==> src/rtl/serial_subtractor_if.sv <==
// Operand/result bundle for the bit-serial subtractor: start with a/b in, busy/done with d/bout out.
// The requester drives through master; the subtractor sits on slave.
interface serial_subtractor_if #(
  parameter int WIDTH = 4
);
  logic             start;
  logic [WIDTH-1:0] a;
  logic [WIDTH-1:0] b;
  logic             busy;
  logic             done;
  logic [WIDTH-1:0] d;
  logic             bout;

  modport master (
    output start, a, b,
    input  busy, done, d, bout
  );

  modport slave (
    input  start, a, b,
    output busy, done, d, bout
  );
endinterface

==> src/rtl/serial_subtractor.sv <==
// Bit-serial unsigned subtractor d = a - b, LSB first through one 1-bit full-subtractor cell.
// done pulses WIDTH+1 edges after start is accepted; start is only sampled in IDLE, never queued.
module serial_subtractor #(
  parameter int WIDTH = 4
) (
  input  logic              clk,
  input  logic              rst,
  serial_subtractor_if.slave io
);
  localparam int CW = (WIDTH > 1) ? $clog2(WIDTH) : 1;

  typedef enum logic [1:0] {
    IDLE  = 2'd0,
    SHIFT = 2'd1,
    DONE  = 2'd2
  } state_t;

  state_t           state_q, state_d;
  logic [WIDTH-1:0] a_sr_q, a_sr_d;
  logic [WIDTH-1:0] b_sr_q, b_sr_d;
  logic [WIDTH-1:0] d_sr_q, d_sr_d;
  logic [WIDTH-1:0] d_q, d_d;
  logic [CW-1:0]    cnt_q, cnt_d;
  logic             borrow_q, borrow_d;
  logic             bout_q, bout_d;
  logic             busy_q, busy_d;
  logic             done_q, done_d;

  logic cell_ina, cell_inb, cell_bin, cell_d, cell_bout;

  // full_subtractor_1 cell: ina - inb - bin
  assign cell_ina  = a_sr_q[0];
  assign cell_inb  = b_sr_q[0];
  assign cell_bin  = borrow_q;
  assign cell_d    = cell_ina ^ cell_inb ^ cell_bin;
  assign cell_bout = (~cell_ina & cell_inb) | (~(cell_ina ^ cell_inb) & cell_bin);

  always_comb begin
    state_d  = state_q;
    a_sr_d   = a_sr_q;
    b_sr_d   = b_sr_q;
    d_sr_d   = d_sr_q;
    d_d      = d_q;
    cnt_d    = cnt_q;
    borrow_d = borrow_q;
    bout_d   = bout_q;
    case (state_q)
      IDLE: begin
        if (io.start) begin
          a_sr_d   = io.a;
          b_sr_d   = io.b;
          borrow_d = 1'b0;
          cnt_d    = '0;
          state_d  = SHIFT;
        end
      end
      SHIFT: begin
        a_sr_d   = a_sr_q >> 1;
        b_sr_d   = b_sr_q >> 1;
        d_sr_d   = {cell_d, d_sr_q[WIDTH-1:1]};
        borrow_d = cell_bout;
        cnt_d    = cnt_q + CW'(1);
        // Last bit: publish the fully assembled difference and the MSB borrow together.
        if (cnt_q == CW'(WIDTH - 1)) begin
          d_d     = d_sr_d;
          bout_d  = cell_bout;
          state_d = DONE;
        end
      end
      DONE: begin
        state_d = IDLE;
      end
      default: begin
        state_d = IDLE;
      end
    endcase
    busy_d = (state_d == SHIFT);
    done_d = (state_d == DONE);
  end

  always_ff @(posedge clk or posedge rst) begin
    if (rst) begin
      state_q  <= IDLE;
      a_sr_q   <= '0;
      b_sr_q   <= '0;
      d_sr_q   <= '0;
      d_q      <= '0;
      cnt_q    <= '0;
      borrow_q <= 1'b0;
      bout_q   <= 1'b0;
      busy_q   <= 1'b0;
      done_q   <= 1'b0;
    end else begin
      state_q  <= state_d;
      a_sr_q   <= a_sr_d;
      b_sr_q   <= b_sr_d;
      d_sr_q   <= d_sr_d;
      d_q      <= d_d;
      cnt_q    <= cnt_d;
      borrow_q <= borrow_d;
      bout_q   <= bout_d;
      busy_q   <= busy_d;
      done_q   <= done_d;
    end
  end

  assign io.busy = busy_q;
  assign io.done = done_q;
  assign io.d    = d_q;
  assign io.bout = bout_q;
endmodule

==> src/flat_wrapper.sv <==
// flat-port wrapper written by rule: the top's interface ports become plain ports
module serial_subtractor_flat 
#(
  parameter int WIDTH = 4
)
  (clk, rst, io_start, io_a, io_b, io_busy, io_done, io_d, io_bout);
  serial_subtractor_if #(.WIDTH(WIDTH)) io_i ();
  input  logic clk;
  input  logic rst;
  input wire logic [$bits(io_i.start)-1:0] io_start;
  input wire logic [$bits(io_i.a)-1:0] io_a;
  input wire logic [$bits(io_i.b)-1:0] io_b;
  output wire logic [$bits(io_i.busy)-1:0] io_busy;
  output wire logic [$bits(io_i.done)-1:0] io_done;
  output wire logic [$bits(io_i.d)-1:0] io_d;
  output wire logic [$bits(io_i.bout)-1:0] io_bout;
  assign io_i.start = io_start;
  assign io_i.a = io_a;
  assign io_i.b = io_b;
  assign io_busy = io_i.busy;
  assign io_done = io_i.done;
  assign io_d = io_i.d;
  assign io_bout = io_i.bout;
  serial_subtractor #(.WIDTH(WIDTH)) u_core (.clk(clk), .rst(rst), .io(io_i));
endmodule
==> config.mk <==
export PLATFORM = sky130hd
export DESIGN_NAME = serial_subtractor_flat
export DESIGN_NICKNAME = d
export VERILOG_FILES = /design/src/rtl/serial_subtractor_if.sv /design/src/rtl/serial_subtractor.sv /design/src/flat_wrapper.sv
export SDC_FILE = /design/constraint.sdc
export NUM_CORES = 1
export LEC_CHECK = 0
export ABC_AREA = 1
export CAP_MARGIN = 5
export CORE_UTILIZATION = 55
export CTS_CLUSTER_SIZE = 28
export DETAILED_ROUTE_END_ITERATION = 8
export HOLD_SLACK_MARGIN = 0.06
export PLACE_DENSITY = 0.9
export SLEW_MARGIN = 10
export SYNTH_ARGS = -nofsm -noshare
export SYNTH_HDL_FRONTEND = slang
export SYNTH_SLANG_ARGS = --single-unit
export TNS_END_PERCENT = 30
==> constraint.sdc <==
create_clock -name clk -period 2.35 [get_ports clk]
set_input_delay 0.47 -clock clk [delete_from_list [all_inputs] [get_ports clk]]
set_output_delay 0.47 -clock clk [all_outputs]
set_load 0.02 [all_outputs]
==> metrics, run 1 <==
Setup crit end kind=output pin; actual slew at the worst max-slew pin=413 ps; count of input and output buffers=17; Seq cells post-synth=23; Clock H-tree levels=1; total placed cells including tap cells=159; cell area after synthesis=0.00107 sq mm; signed area change from the synthesized netlist to the final layout=17.7%; average vias per placed instance=4.88; number of cells on the critical path=1; Clock Tree Root=sky130_fd_sc_hd__clkbuf_4; setup slack on the worst flop-to-flop path=860 ps; setup_tns=0 ps; status=finished, final reports clean; number of hold buffers added after CTS=0; wire length of the first global-routing pass=2.96 mm; global routing usage on met3=0.0353; initial antenna violation count=0; slowest stage cell, crit path=sky130_fd_sc_hd__clkdlybuf4s50_1; Skew-Pair Late Insertion Delay=300 ps; primary flip-flop cell chosen by synthesis mapping=sky130_fd_sc_hd__dfrtp_1; total of endpoints with negative setup slack in the final report=0; share of the cycle needed by the critical path after routing=0.746; number of enable-type register cells in the synthesized netlist=0; crit path kind=register to output pin; Avg WL per Cell=10.4 microns; pwr/cell area=1320 mW/mm^2; number of global-route vias before repair=730; non-filler cells, final=163; sum of routed wire length over all layers=1.69 mm; share of Yosys cell area claimed by the top area cell type=0.536; Total Power=1.66 mW; length in cells of the worst reg-to-reg path=5; post-synth top area cell=sky130_fd_sc_hd__dfrtp_1; Final nets=152; setup repair after global routing missed its margin=false; number of max-slew violations in the final report=0; Clock Pin Slew Worst Setup and Hold Paths=110 ps; standard cell core area=0.00178 sq mm; global-route usage over all layers=0.201; syn nets=133; startpoint of the worst-slack reg-to-reg timing path=u_core.state_q[0]$_DFF_PP0_; filler cell count in the final layout=148; Total Die Area=0.00213 sq mm; path class of the lowest-slack min-delay path=input port to asynchronous set/reset pin; Remaining DRCs=0; ranking of synthesized cells by instance count=sky130_fd_sc_hd__nand2_1 (36), sky130_fd_sc_hd__dfrtp_1 (23), sky130_fd_sc_hd__inv_1 (23), sky130_fd_sc_hd__nand3_1 (13); sequential element share of the synthesized area=0.536; Worst Path Max Fanout=2; met1 track demand over resource in global routing=0.253; synthesized instance count=120; list of cells traversed by the critical path=clkdlybuf4s50_1; Worst path top cell family by delay=buffers and inverters; dpl hpwl=1.29 mm; Leak Pwr=0.664 nW; Max Freq=0.571 GHz; number of clock buffers inserted by TritonCTS=3; slowest cell delay on critical path=610 ps; effective utilization at floorplan=0.602; Period minus WS final=1750 ps; library cell with the highest instance count after synthesis=sky130_fd_sc_hd__nand2_1; Initial DRT Pass Iterations=4; CTS max path bufs=2; Buf/Inv on CP=1; die span in x=46.2 microns; height of the die=46.2 microns; count of cell types in the netlist=16; critical path launch point=u_core.io.bout$_DFFE_PP0P_; worst clock skew on the final layout=3.39 ps; vias after detailed routing=795; overall overflow remaining after global route=0; kind of launch point of the worst setup path=register; async set-or-reset flop fraction in the synthesized netlist=1.00; endpoint of the most critical register-to-register path=u_core.io.d[3]$_DFFE_PP0P_; Antenna Cells=0; average cell area after synthesis=8.95 sq um; largest cells by area after synthesis=sky130_fd_sc_hd__dfrtp_1 (54%), sky130_fd_sc_hd__nand2_1 (13%), sky130_fd_sc_hd__inv_1 (8.0%), sky130_fd_sc_hd__nand3_1 (6.1%), sky130_fd_sc_hd__buf_6 (4.2%); met2 Resource Use GR=0.327; post-CTS resize count=0; fraction of final layout cells with drive strength greater than 1=0.101; number of warnings reported in the yosys synthesis log=0; max_cap viols=0; starting DRC count in detailed routing=17; global placer's final weighted congestion=0.788; post-CTS setup buffers=0; number of failing hold endpoints at the final stage=0; Crit path arrival time=1280 ps; Clock Sinks=23; largest net degree at the start of global routing=24; Top Usage Layer GRT=met2; end of the critical path=io_bout; clock tree from TritonCTS=done; Detail Route Antenna Nets=0; worst IR drop on VDD=695 uV; required time of the critical path=1880 ps; # rows=15; number of ports placed on the die boundary=18; relative slew slack=0.724
==> worst register-to-register path: cells and delay by family (launching register included) <==
| kind | cells | cell delay (ps) |
|---|---|---|
| AOI/OAI and AO/OA | 1 | 60 |
| DFF | 1 | 610 |
| and+or+nand+nor | 3 | 560 |
| buffers and inverters | 1 | 140 |
==> final cells by class <==
| class | count | area (sq um) | share of cell area |
|---|---|---|---|
| inverters | 24 | 92.6 | 0.0733 |
| well taps | 25 | 31.3 | 0.0248 |
| repair buffers | 18 | 178 | 0.141 |
| multi-input cells | 69 | 360 | 0.285 |
| flip-flops and latches | 23 | 576 | 0.455 |
| clock buffers | 4 | 26.3 | 0.0208 |
==> flip-flops by register name, indices dropped and copies added, names as in the netlist <==
register	flops
u_core.d_sr_q	3
u_core.io.done	1
u_core.io.bout	1
u_core.cnt_q	2
u_core.state_q	2
u_core.io.busy	1
u_core.a_sr_q	4
u_core.b_sr_q	4
u_core.io.d	4
u_core.borrow_q	1
==> report_power, final <==
group          internal [mW]  switching [mW]
clock                 0.0662           0.109
sequential             0.578           0.119
combinational          0.320           0.470
total                  0.964           0.699
==> through the flow <==
stage                     hold WS [ps]  utilization  instance area, sq um  setup slack [ps]
after floorplan                    442            -                  1070              1200
after global placement             456        0.694                  1240               831
after detailed placement           465        0.694                  1240               806
after CTS                          495        0.709                  1260               571
after global routing               517        0.709                  1260               534
final                              491        0.709                  1260               598
==> routing by layer <==
metal / wire length (microns) / vias to the layer above
met5: 0 / -
met4: 43 / 0
met3: 51 / 5
met2: 845 / 17
met1: 751 / 374
li1: - / 399
==> cell families (layout without fill, tap and decap cells) <==
family / count (synthesis) / count (layout) / share of synthesized area
AO/OA/AOI/OAI: 14 / 14 / 0.0932
AND/OR/NAND/NOR: 53 / 53 / 0.212
buffers and inverters: 28 / 46 / 0.128
adder cells (fa/ha/maj): 2 / 2 / 0.0303
flip-flops: 23 / 23 / 0.536
==> cells in the final DEF (no fill, tap or decap), types with 3 or more instances in the layout <==
| cell | Yosys | layout |
|---|---|---|
| sky130_fd_sc_hd__a21oi_1 | 3 | 3 |
| sky130_fd_sc_hd__clkbuf_4 | 0 | 3 |
| sky130_fd_sc_hd__clkdlybuf4s50_1 | 0 | 17 |
| sky130_fd_sc_hd__dfrtp_1 | 23 | 23 |
| sky130_fd_sc_hd__inv_1 | 23 | 23 |
| sky130_fd_sc_hd__nand2_1 | 36 | 36 |
| sky130_fd_sc_hd__nand3_1 | 13 | 13 |
| sky130_fd_sc_hd__o21ai_0 | 5 | 5 |
| sky130_fd_sc_hd__o21ai_2 | 5 | 5 |
==> worst min-delay path by stage <==
stage          slack, ps                    startpoint                           end
2_1_floorplan        440  u_core.d_sr_q[1]$_DFFE_PP0N_    u_core.io.d[0]$_DFFE_PP0P_
3_3_place_gp         460  u_core.d_sr_q[1]$_DFFE_PP0N_    u_core.io.d[0]$_DFFE_PP0P_
3_5_place_dp         470    u_core.io.d[0]$_DFFE_PP0P_    u_core.io.d[0]$_DFFE_PP0P_
4_1_cts              490    u_core.io.d[0]$_DFFE_PP0P_    u_core.io.d[0]$_DFFE_PP0P_
5_1_grt              520                           rst  u_core.a_sr_q[0]$_DFFE_PP0P_
6_report             490                           rst    u_core.io.d[3]$_DFFE_PP0P_
No activity file was read; power rests on OpenSTA's default activity.
==> inputs of run 2 (changes only) <==
Settings changed: CORE_UTILIZATION 55 to 46, PLACE_DENSITY 0.9 to 0.81.
Clock period 2.35 ns to 1.4 ns, I/O delays scaled along.
==> metrics, run 2 (synthesis results as in run 1) <==
status=finished, final reports clean; Crit path arrival time=1010 ps (-270 ps); global placer's final weighted congestion=0.746 (-5.3%); Worst path top cell family by delay=flip-flops; wire length of the first global-routing pass=3.19 mm (+7.9%); signed area change from the synthesized netlist to the final layout=18.6%; startpoint of the worst-slack reg-to-reg timing path=u_core.b_sr_q[0]$_DFFE_PP0P_; number of max-slew violations in the final report=0 (unchanged); Initial DRT Pass Iterations=4 (unchanged); Avg WL per Cell=10.6 microns (+2.5%); global-route usage over all layers=0.166 (-0.0346); number of clock buffers inserted by TritonCTS=3 (unchanged); effective utilization at floorplan=0.485 (-0.117); setup repair after global routing missed its margin=false; actual slew at the worst max-slew pin=319 ps (-94.3 ps); height of the die=50.3 microns (+8.9%); die span in x=50.3 microns (+8.9%); dpl hpwl=1.31 mm (+2.2%); cell area reported after detailed placement=0.00126 sq mm (+1.5%); count of input and output buffers=17 (unchanged); worst clock skew on the final layout=1.67 ps (-1.71 ps); overall overflow remaining after global route=0 (unchanged); Leak Pwr=0.692 nW (+4.2%); starting DRC count in detailed routing=12 (-5); Total Die Area=0.00253 sq mm (+19%); most frequent cells in the layout=sky130_fd_sc_hd__nand2_1 (36), sky130_fd_sc_hd__inv_1 (23), sky130_fd_sc_hd__dfrtp_1 (23); worst IR drop on VDD=1120 uV (+62%); list of cells traversed by the critical path=dlygate4sd2_1; Max Freq=0.773 GHz; Clock Pin Slew Worst Setup and Hold Paths=120 ps (about the same); initial antenna violation count=0 (unchanged); Detail Route Antenna Nets=0 (unchanged); number of hold buffers added after CTS=0 (unchanged); Clock Tree Root=sky130_fd_sc_hd__clkbuf_4; sum of routed wire length over all layers=1.79 mm (+5.6%); setup slack on the worst flop-to-flop path=140 ps (-720 ps); clock tree from TritonCTS=done; Remaining DRCs=0 (unchanged); average vias per placed instance=4.77 (-2.1%); kind of launch point of the worst setup path=register; total of endpoints with negative setup slack in the final report=0 (unchanged); CTS max path bufs=2 (unchanged); number of failing hold endpoints at the final stage=0 (unchanged); setup_tns=0 ps (unchanged); vias after detailed routing=802 (+0.88%); number of global-route vias before repair=741 (+1.5%); standard cell core area=0.00221 sq mm (+24%); Setup crit end kind=output pin; Buf/Inv on CP=1 (unchanged); path class of the lowest-slack min-delay path=input port to asynchronous set/reset pin; slowest stage cell, crit path=sky130_fd_sc_hd__dfrtp_1; relative slew slack=0.786 (+0.0620); # rows=17 (+2); share of the cycle needed by the critical path after routing=0.924; leading cell type in the layout, fill and taps excluded=sky130_fd_sc_hd__nand2_1; max_cap viols=0 (unchanged); required time of the critical path=1120 ps (-760 ps); Total Power=2.77 mW (+67%); fraction of final layout cells with drive strength greater than 1=0.114 (+0.0128); Final nets=154 (+1.3%); crit path kind=register to output pin; length in cells of the worst reg-to-reg path=4 (-1); endpoint of the most critical register-to-register path=u_core.d_sr_q[3]$_DFFE_PP0N_; Clock Sinks=23 (unchanged); post-route design area=0.00127 sq mm (+0.79%); number of ports placed on the die boundary=18 (unchanged); Antenna Cells=0 (unchanged); Skew-Pair Late Insertion Delay=300 ps (about the same); slowest cell delay on critical path=400 ps (-210 ps); largest net degree at the start of global routing=24 (unchanged); pwr/cell area=2180 mW/mm^2 (+65%); Period minus WS final=1290 ps; Clock H-tree levels=1 (unchanged); Worst Path Max Fanout=2 (unchanged)
[run 2: cell types whose count changed in the layout (fill, tap and decap cells not counted), sizes merged]
cell / before / now
dlygate4sd2: 0 / 7
clkdlybuf4s50: 17 / 10
buf: 1 / 3
[run 2: repair_timing]
action,CTS,global route
buffers inserted,0,0
gates resized for setup,7,0
setup endpoints to repair,7,0
endpoints found under the hold margin,0,0
[run 2: worst max path at each step]
| stage | start | end | slack (ps) | cells after the start |
|---|---|---|---|---|
| floorplan | u_core.b_sr_q[0]$_DFFE_PP0P_ | u_core.d_sr_q[3]$_DFFE_PP0N_ | 250 | 4 |
| global placement | io_start | u_core.a_sr_q[3]$_DFFE_PP0P_ | 120 | 4 |
| detailed placement | io_start | u_core.borrow_q$_DFFE_PP0P_ | 50 | 4 |
| CTS | u_core.io.d[0]$_DFFE_PP0P_ | io_d[0] | 90 | 1 |
| global route | u_core.b_sr_q[0]$_DFFE_PP0P_ | u_core.d_sr_q[3]$_DFFE_PP0N_ | 10 | 4 |
| finish | u_core.io.d[3]$_DFFE_PP0P_ | io_d[3] | 110 | 1 |
[run 2: layout make-up]
| cell class | count | area [sq um] |
|---|---|---|
| fillers | 223 | 938 |
| flip-flops and latches | 23 | 576 |
| multi-input cells | 69 | 360 |
| repair buffers | 20 | 184 |
| inverters | 24 | 92.6 |
| well taps | 28 | 35.0 |
| clock buffers | 4 | 26.3 |
[run 2: worst reg2reg max path, stage by stage (launching register included)]
cell,delay (ps)
sky130_fd_sc_hd__dfrtp_1,370
sky130_fd_sc_hd__inv_1,60
sky130_fd_sc_hd__fa_1,530
sky130_fd_sc_hd__inv_1,50
sky130_fd_sc_hd__o21ai_0,180
[run 2: layer usage]
layer / part of all wire / wire, microns / global-route usage / vias to the layer above
li1: - / - / - / 400
met1: 0.49 / 867 / 0.220 / 385
met2: 0.48 / 851 / 0.276 / 17
met3: 0.038 / 67 / 0.0273 / 0
met4: 0 / 0 / 0.0556 / 0
met5: 0 / 0 / 0 / -
[run 2: power breakdown]
part | leakage (nW) | switching, mW | internal (mW)
registers | 0.286 | 0.164 | 0.971
logic | 0.391 | 0.834 | 0.507
clock network | 0.0150 | 0.183 | 0.111
total | 0.692 | 1.18 | 1.59
[run 2: metrics by stage]
stage / setup slack, ps / std cells / hold WS, ps / utilization
finish: 107 / 168 / 301 / 0.576
global route: 9.94 / 168 / 345 / 0.576
CTS: 85.8 / 168 / 303 / 0.576
detailed placement: 50.3 / 164 / 467 / 0.568
global placement: 118 / 164 / 462 / 0.568
floorplan: 247 / 120 / 282 / -
==> inputs of run 3 (changes only) <==
Settings changed: GPL_ROUTABILITY_DRIVEN from default to 0, PLACE_DENSITY 0.81 to 0.73.
==> metrics, run 3 (synthesis results as in run 1) <==
status=finished, final reports clean; Total Die Area=0.00253 sq mm (unchanged); Detail Route Antenna Nets=0 (unchanged); worst IR drop on VDD=1050 uV (-6.9%); number of max-slew violations in the final report=0 (unchanged); total of endpoints with negative setup slack in the final report=0 (unchanged); fraction of final layout cells with drive strength greater than 1=0.121 (+0.00714); Worst Path Max Fanout=2 (unchanged); endpoint of the most critical register-to-register path=u_core.d_sr_q[3]$_DFFE_PP0N_; height of the die=50.3 microns (unchanged); clock tree from TritonCTS=done; number of clock buffers inserted by TritonCTS=3 (unchanged); Setup crit end kind=output pin; share of the cycle needed by the critical path after routing=0.929 (+0.00556); effective utilization at floorplan=0.485 (unchanged); setup_tns=0 ps (unchanged); Buf/Inv on CP=1 (unchanged); vias after detailed routing=795 (-0.87%); startpoint of the worst-slack reg-to-reg timing path=u_core.b_sr_q[0]$_DFFE_PP0P_; relative slew slack=0.783 (-0.00326); Initial DRT Pass Iterations=4 (unchanged); kind of launch point of the worst setup path=register; starting DRC count in detailed routing=16 (+4); post-CTS setup buffers=0 (unchanged); Worst path top cell family by delay=flip-flops; pwr/cell area=2180 mW/mm^2 (about the same); # rows=17 (unchanged); setup slack on the worst flop-to-flop path=130 ps (about the same); Antenna Cells=0 (unchanged); Skew-Pair Late Insertion Delay=310 ps (about the same); crit path kind=register to output pin; global-route usage over all layers=0.168 (+0.00205); CTS max path bufs=2 (unchanged); max_cap viols=0 (unchanged); dpl hpwl=1.28 mm (-2.4%); end-of-flow core utilization=0.576 (about the same); die span in x=50.3 microns (unchanged); slowest stage cell, crit path=sky130_fd_sc_hd__dfrtp_1; length in cells of the worst reg-to-reg path=4 (unchanged); number of ports placed on the die boundary=18 (unchanged); setup repair after global routing missed its margin=false; worst clock skew on the final layout=3.90 ps (+2.23 ps); Clock Tree Root=sky130_fd_sc_hd__clkbuf_4; most frequent cells in the layout=sky130_fd_sc_hd__nand2_1 (36), sky130_fd_sc_hd__inv_1 (23), sky130_fd_sc_hd__dfrtp_1 (23); Clock Sinks=23 (unchanged); standard cell core area=0.00221 sq mm (unchanged); Crit path arrival time=1020 ps (about the same); number of global-route vias before repair=776 (+4.7%); Remaining DRCs=0 (unchanged); overall overflow remaining after global route=0 (unchanged); actual slew at the worst max-slew pin=324 ps (+4.87 ps); signed area change from the synthesized netlist to the final layout=18.8% (about the same); initial antenna violation count=0 (unchanged); wire length of the first global-routing pass=3.24 mm (+1.3%); largest net degree at the start of global routing=24 (unchanged); Final nets=154 (unchanged); Max Freq=0.769 GHz (-0.60%); slowest cell delay on critical path=400 ps (about the same); Leak Pwr=0.695 nW (+0.39%); Avg WL per Cell=10.5 microns (-1.2%); required time of the critical path=1120 ps (about the same); number of failing hold endpoints at the final stage=0 (unchanged); average vias per placed instance=4.73 (-0.87%); Clock Pin Slew Worst Setup and Hold Paths=130 ps (about the same); Clock H-tree levels=1 (unchanged); leading cell type in the layout, fill and taps excluded=sky130_fd_sc_hd__nand2_1; sum of routed wire length over all layers=1.76 mm (-1.2%); list of cells traversed by the critical path=dlygate4sd2_1; path class of the lowest-slack min-delay path=input port to asynchronous set/reset pin; count of input and output buffers=17 (unchanged); Period minus WS final=1300 ps (+7.78 ps)
[run 3: cell count changes in the layout (fill, tap and decap cells not counted), sizes merged]
cell,change
clkbuf,-1
clkinv,+1
[run 3: per-stage QoR]
stage / total power, mW / cells / instance area, sq um / setup slack [ps] / hold slack, ps
after floorplan: 2.23 / 120 / 1070 / 247 / 282
after global placement: 2.50 / 164 / 1260 / 111 / 463
after detailed placement: 2.56 / 164 / 1260 / 66.1 / 467
after CTS: 2.81 / 168 / 1270 / 83.3 / 295
after global routing: 3.06 / 168 / 1270 / 43.4 / 307
final: 2.78 / 168 / 1270 / 98.8 / 289
[run 3: worst max path at each step]
stage,slack (ps),cells after the start,endpoint,from
2_1_floorplan,250,4,u_core.d_sr_q[3]$_DFFE_PP0N_,u_core.b_sr_q[0]$_DFFE_PP0P_
3_3_place_gp,110,4,u_core.a_sr_q[3]$_DFFE_PP0P_,io_start
3_5_place_dp,70,4,u_core.a_sr_q[3]$_DFFE_PP0P_,io_start
4_1_cts,80,1,io_d[1],u_core.io.d[1]$_DFFE_PP0P_
5_1_grt,40,4,u_core.d_sr_q[3]$_DFFE_PP0N_,u_core.b_sr_q[0]$_DFFE_PP0P_
6_report,100,1,io_bout,u_core.io.bout$_DFFE_PP0P_
[run 3: final cells by class]
class	instances	area (sq um)
Fill cell	207	937
Sequential cell	23	576
Multi-Input combinational cell	69	360
Timing Repair Buffer	20	184
Inverter	24	92.6
Tap cell	28	35.0
Clock buffer	3	22.5
Clock inverter	1	5.00
[run 3: power breakdown]
group / internal, mW / leakage (nW) / total, mW / switching, mW
Combinational: 0.506 / 0.391 / 1.34 / 0.832
Clock: 0.107 / 0.0177 / 0.309 / 0.203
Sequential: 0.970 / 0.286 / 1.13 / 0.158
[run 3: routing by layer]
layer  global-route usage  share of wire
met4               0.0556         0.0068
met5                    0              0
met2                0.287           0.47
met1                0.217           0.48
met3               0.0273          0.039
[run 3: timing repair]
| item | 4_1_cts | 5_1_grt |
|---|---|---|
| hold buffers | 0 | 0 |
| hold endpoints to repair | 0 | 0 |
| gates resized for setup | 7 | 0 |
| setup endpoints to repair | 7 | 0 |
